**src/rtl/capture_ctrl_pkg.sv**
```systemverilog
// Shared definitions for the capture controller; the sample RAM and upload
// blocks reuse the default geometry and the state encoding from here.
package capture_ctrl_pkg;

  localparam int CAPTURE_ADDR_W    = 10;
  localparam int CAPTURE_PRE_DEPTH = 256;

  typedef enum logic [2:0] {
    IDLE      = 3'd0,
    ARM       = 3'd1,
    WAIT_TRIG = 3'd2,
    POST      = 3'd3,
    DONE      = 3'd4
  } cap_state_t;

  // True in the states that write the sample RAM.
  function automatic logic is_capturing(input cap_state_t s);
    return (s == ARM) || (s == WAIT_TRIG) || (s == POST);
  endfunction

endpackage

```
**src/rtl/capture_ctrl.sv**
```systemverilog
// Pre/post-trigger capture controller: drives the circular sample RAM write
// port and hands the oldest-sample address to the upload stage.
module capture_ctrl
  import capture_ctrl_pkg::*;
#(
  parameter int ADDR_W    = CAPTURE_ADDR_W,
  parameter int PRE_DEPTH = CAPTURE_PRE_DEPTH
) (
  input  logic              clk,
  input  logic              rst,
  input  logic              start_flag,
  input  logic              stop_flag,
  input  logic              sample_en,
  input  logic              trig_hit,
  output logic              wr_en,
  output logic [ADDR_W-1:0] wr_addr,
  output logic              busy,
  output logic              done_valid,
  input  logic              done_ready,
  output logic [ADDR_W-1:0] start_addr
);

  localparam int CNT_W = ADDR_W + 1;
  localparam int DEPTH = 1 << ADDR_W;
  localparam logic [CNT_W-1:0]  PRE_TARGET  = CNT_W'(PRE_DEPTH);
  localparam logic [CNT_W-1:0]  POST_TARGET = CNT_W'(DEPTH - PRE_DEPTH);
  localparam logic [CNT_W-1:0]  CNT_ONE     = CNT_W'(1);
  localparam logic [ADDR_W-1:0] PRE_OFFSET  = ADDR_W'(PRE_DEPTH);

  cap_state_t        state_q, state_d;
  logic [ADDR_W-1:0] wr_addr_q;
  logic [CNT_W-1:0]  pre_cnt_q, pre_cnt_d, pre_cnt_inc;
  logic [CNT_W-1:0]  post_cnt_q, post_cnt_d, post_cnt_inc;
  logic [ADDR_W-1:0] trig_addr_q, trig_addr_d;
  logic              busy_q;
  logic              done_valid_q;
  logic [ADDR_W-1:0] start_addr_q;

  assign wr_en      = sample_en & is_capturing(state_q);
  assign wr_addr    = wr_addr_q;
  assign busy       = busy_q;
  assign done_valid = done_valid_q;
  assign start_addr = start_addr_q;

  // NOTE: every signal written here gets a default first, so no path can infer a latch.
  always_comb begin
    state_d      = state_q;
    pre_cnt_d    = pre_cnt_q;
    post_cnt_d   = post_cnt_q;
    trig_addr_d  = trig_addr_q;
    pre_cnt_inc  = pre_cnt_q + 1'b1;
    post_cnt_inc = post_cnt_q + 1'b1;

    case (state_q)
      IDLE: begin
        // A simultaneous stop press cancels the start.
        if (start_flag && !stop_flag) begin
          pre_cnt_d = '0;
          state_d   = (PRE_DEPTH == 0) ? WAIT_TRIG : ARM;
        end
      end
      ARM: begin
        if (stop_flag) begin
          state_d = IDLE;
        end else if (sample_en) begin
          pre_cnt_d = pre_cnt_inc;
          if (pre_cnt_inc == PRE_TARGET) state_d = WAIT_TRIG;
        end
      end
      WAIT_TRIG: begin
        if (stop_flag) begin
          state_d = IDLE;
        end else if (sample_en && trig_hit) begin
          trig_addr_d = wr_addr_q;
          post_cnt_d  = CNT_ONE;
          state_d     = (POST_TARGET == CNT_ONE) ? DONE : POST;
        end
      end
      POST: begin
        if (stop_flag) begin
          state_d = IDLE;
        end else if (sample_en) begin
          post_cnt_d = post_cnt_inc;
          if (post_cnt_inc == POST_TARGET) state_d = DONE;
        end
      end
      DONE: begin
        // done_valid is high throughout DONE, so ready alone completes the handshake.
        if (done_ready) state_d = IDLE;
      end
      default: state_d = IDLE;
    endcase
  end

  // NOTE: sequential state uses non-blocking assignments so every register updates together at the edge.
  always_ff @(posedge clk) begin
    if (rst) state_q <= IDLE;
    else     state_q <= state_d;
  end

  always_ff @(posedge clk) begin
    if (rst) begin
      wr_addr_q    <= '0;
      pre_cnt_q    <= '0;
      post_cnt_q   <= '0;
      trig_addr_q  <= '0;
      busy_q       <= 1'b0;
      done_valid_q <= 1'b0;
      start_addr_q <= '0;
    end else begin
      if (wr_en) wr_addr_q <= wr_addr_q + 1'b1;
      pre_cnt_q    <= pre_cnt_d;
      post_cnt_q   <= post_cnt_d;
      trig_addr_q  <= trig_addr_d;
      busy_q       <= is_capturing(state_d);
      done_valid_q <= (state_d == DONE);
      // Load once on entry so the result stays frozen while the upload stage stalls.
      if (state_d == DONE && state_q != DONE) start_addr_q <= trig_addr_d - PRE_OFFSET;
    end
  end

endmodule
```
**config.mk**
```make
export PLATFORM = sky130hd
export DESIGN_NAME = capture_ctrl
export DESIGN_NICKNAME = d
export VERILOG_FILES = /design/src/rtl/capture_ctrl_pkg.sv /design/src/rtl/capture_ctrl.sv
export SDC_FILE = /design/constraint.sdc
export NUM_CORES = 1
export LEC_CHECK = 0
export CAP_MARGIN = 20
export CORE_MARGIN = 5
export CORE_UTILIZATION = 45
export CTS_CLUSTER_SIZE = 30
export DETAILED_ROUTE_END_ITERATION = 6
export GPL_ROUTABILITY_DRIVEN = 0
export GPL_TIMING_DRIVEN = 0
export MAX_ROUTING_LAYER = met4
export PLACE_DENSITY = 0.66
export SETUP_SLACK_MARGIN = 0.15
export SKIP_LAST_GASP = 1
export SLEW_MARGIN = 20
export SYNTH_ARGS = -nofsm -noshare
export SYNTH_HDL_FRONTEND = slang
export SYNTH_SLANG_ARGS = --single-unit
export TNS_END_PERCENT = 50
```
**constraint.sdc**
```tcl
create_clock -name clk -period 6.4 [get_ports clk]
set_input_delay 0.64 -clock clk [delete_from_list [all_inputs] [get_ports clk]]
set_output_delay 0.64 -clock clk [all_outputs]
set_load 0.01 [all_outputs]
```
==> flow_metrics.env, run 1 <==
export IMPL_cpLargestDelayFamily="buffers and inverters"
export IMPL_multiInputGateArea_um2=1550
export IMPL_power_share_combinational_pct=3.5
export IMPL_critPathLaunchType="input port"
export IMPL_routed_wl_mm=6.47
export IMPL_cts_tree="yes"
export IMPL_outcome="completed"
export IMPL_synth_top_area_share_pct=40.8
export IMPL_cts_setup_buffers=0
export IMPL_rsz0062_at_grt="no"
export IMPL_seq_area_um2=1140
export IMPL_synthFlopType="dfxtp_1"
export IMPL_die_y_um=88.8
export IMPL_hold_ws_ns=0.460
export IMPL_crit_top_cell="clkdlybuf4s50_1"
export IMPL_netSwitchingFraction_pct=20.2
export IMPL_cts_resized_gates=0
export IMPL_yosys_warnings=0
export IMPL_irDropWorstVdd_mv=0.150
export IMPL_min_period_ns=3.70
export IMPL_htree_levels=3
export IMPL_async_flop_share_pct=0
export IMPL_slew_headroom_pct=37.3
export IMPL_via_per_inst=5.55
export IMPL_grt_ovfl_total=0
export IMPL_crit_arrival_ns=3.06
export IMPL_p_leak_uw=0.00134
export IMPL_io_buffer_count=28
export IMPL_cts_hold_fix_buffers=0
export IMPL_avgSynthCellArea_um2=8.76
export IMPL_critical_path_max_fanout=10
export IMPL_grt_pass1_wl_mm=10.6
export IMPL_finalSetupViolations=0
export IMPL_worst_slack_ns=2.70
export IMPL_wl_per_cell_um=14.8
export IMPL_syn_cell_area_um2=2800
export IMPL_p_int_uw=615
export IMPL_syn_nets=329
export IMPL_placedCellCount=422
export IMPL_timing_fmax_mhz=271
export IMPL_vias=2424
export IMPL_area_delta_synth_final_pct=21.6
export IMPL_nFillCells=542
export IMPL_dp_slack_ns=2.72
export IMPL_cts_buffer_depth=2
export IMPL_antenna_cells=0
export IMPL_cts_root_buffer="clkbuf_8"
export IMPL_top_level_ports=30
export IMPL_crit_type="in2out"
export IMPL_nNetsFinal=368
export IMPL_drc=0
export IMPL_slew_violations=0
export IMPL_drtIter0Drc=119
export IMPL_core_area_um2=5990
export IMPL_required_ns=5.76
export IMPL_final_cells=437
export IMPL_cts_sinks=57
export IMPL_synth_top_cell_by_area="dfxtp_1"
export IMPL_finalHoldViolations=0
export IMPL_ys_seq_elements=57
export IMPL_pwr_share_seq_pct=46.4
export IMPL_hpwl_mm=4.50
export IMPL_antenna_left=0
export IMPL_rows=28
export IMPL_drive_gt1_share_pct=8.56
export IMPL_synth_most_common_cell="dfxtp_1"
export IMPL_post_route_period_util_pct=57.8
export IMPL_synth_area_leaders="dfxtp_1, nor2_1, mux2i_1"
export IMPL_dieArea_um2=7890
export IMPL_clkSlewWorstSetupHoldPaths_ns=0.06
export IMPL_die_w_um=88.8
export IMPL_fin_skew_ns=0.00429
export IMPL_fin_util_pct=56.7
export IMPL_pwr_density_cell_nw_per_um2=227
export IMPL_cp_cell_sequence="clkdlybuf4s50_1 -> clkbuf_1 -> nor3b_1 -> clkdlybuf4s50_1"
export IMPL_synth_edff_count=0
export IMPL_first_global_vias=2270
export IMPL_grt_antenna_before_repair=0
export IMPL_cp_end_kind="output port"
export IMPL_cts_buffers_inserted=9
export IMPL_yosysUniqueCellTypes=51
export IMPL_power_switching_uw=156
export IMPL_fin_tns_setup_ns=0
export IMPL_initial_core_util_pct=46.7
export IMPL_grt_max_degree=11
export IMPL_synth_common_cells="dfxtp_1, nor2_1, nand2_1, a21oi_1"
export IMPL_hp_class="reg2reg"
export IMPL_slowest_stage="nor3b_1"
export IMPL_cp_num_buf_inv=3
export IMPL_drv_cap=0
export IMPL_clkPwrFrac_pct=50.2
export IMPL_firstDrtPassIters=4
export IMPL_yosysSeqAreaShare_pct=40.8
export IMPL_clk_latency_ns=0.33
export IMPL_grt_use_total_pct=17.9
export IMPL_worst_slew_pin_transition_ns=0.939
export IMPL_synth_cells=319
export IMPL_critPathMaxStageDelay_ns=0.82
[registers in the layout, indices dropped and copies added, names as in the netlist]
| name | flops |
|---|---|
| trig_addr_q | 10 |
| wr_addr | 10 |
| state_q | 3 |
| post_cnt_q | 11 |
| pre_cnt_q | 11 |
| done_valid | 1 |
| busy | 1 |
| start_addr | 10 |
[worst min-delay path, cell delays in order, from the launching register on]
cell	delay, ns
dfxtp_1	0.31
nand2_1	0.05
mux2i_1	0.05
[layout by cell type (no fill, tap or decap), types with 6 or more instances in the layout]
master / instances
a31oi_1: 6
clkdlybuf4s50_1: 28
nand3_1: 14
mux2_4: 6
mux2i_1: 13
o21ai_0: 17
nor2b_1: 9
nand2_1: 21
a21oi_1: 19
nor2_1: 41
xor2_1: 10
clkbuf_8: 12
nand4_1: 8
clkbuf_1: 18
and3_1: 10
dfxtp_1: 57
[worst paths after layout]
check	start	to	slack, ns	depth (start not counted)
max reg2reg	post_cnt_q[5]	done_valid	4.04	7
max	sample_en	wr_en	2.70	4
min reg2reg	start_addr[9]	start_addr[9]	0.46	2
min	start_addr[9]	start_addr[9]	0.46	2
[final cells by class]
cell class                 count  area share, %
timing repair buffer          28           8.25
sequential                    57           33.6
clock buffer                  13           4.97
clock inverter                 2           1.77
buffer                        20           2.69
multi-input combinational    238           45.5
tap                           75           2.76
inverter                       4          0.442
[metrics by stage]
stage               power (uW)  cell area [um2]
floorplan                  380             2800
global placement           392             3170
detailed placement         392             3170
CTS                        778             3400
global route               797             3400
finish                     770             3400
[layer usage]
metal / vias to the layer above / track usage (%) / share of wire, %
li1: 1234 / - / -
met1: 1144 / 22.8 / 49
met2: 44 / 28.5 / 48
met3: 2 / 4.84 / 3.4
met4: 0 / 3.43 / 0.093
met5: - / - / 0
[power by group through the flow]
stage,Clock [uW],Sequential (uW),Combinational [uW]
2_1_floorplan,0,365,14.5
6_report,386,357,26.8
3_5_place_dp,0,365,27.1
5_1_grt,410,357,30.0
4_1_cts,394,357,27.2
3_3_place_gp,0,365,26.5
[cell families after synthesis]
| logic type | Yosys count | synth area share, % |
|---|---|---|
| compound gates | 66 | 15.2 |
| xor+xnor | 13 | 4.07 |
| fa+ha+maj | 3 | 1.34 |
| buf+inv | 24 | 3.80 |
| flops | 57 | 40.8 |
| mux | 21 | 8.68 |
| simple gates | 135 | 26.1 |
Note: power is estimated with default switching activity, not from simulation.
==> inputs of run 2 (changes only) <==
- clock period: 6.4 -> 3.65 ns (I/O delays scaled with it)
==> results of run 2 <==
Same layout as run 1 (identical final DEF). Status: completed.
Among the figures that moved: setup slack after placement 2.72 ns -> 0.520 ns; setup slack after layout 2.70 ns -> 0.504 ns; register-to-register setup slack 4.04 ns -> 1.29 ns; total power 770 uW -> 1350 uW; worst IR drop on VDD 0.150 mV -> 0.263 mV
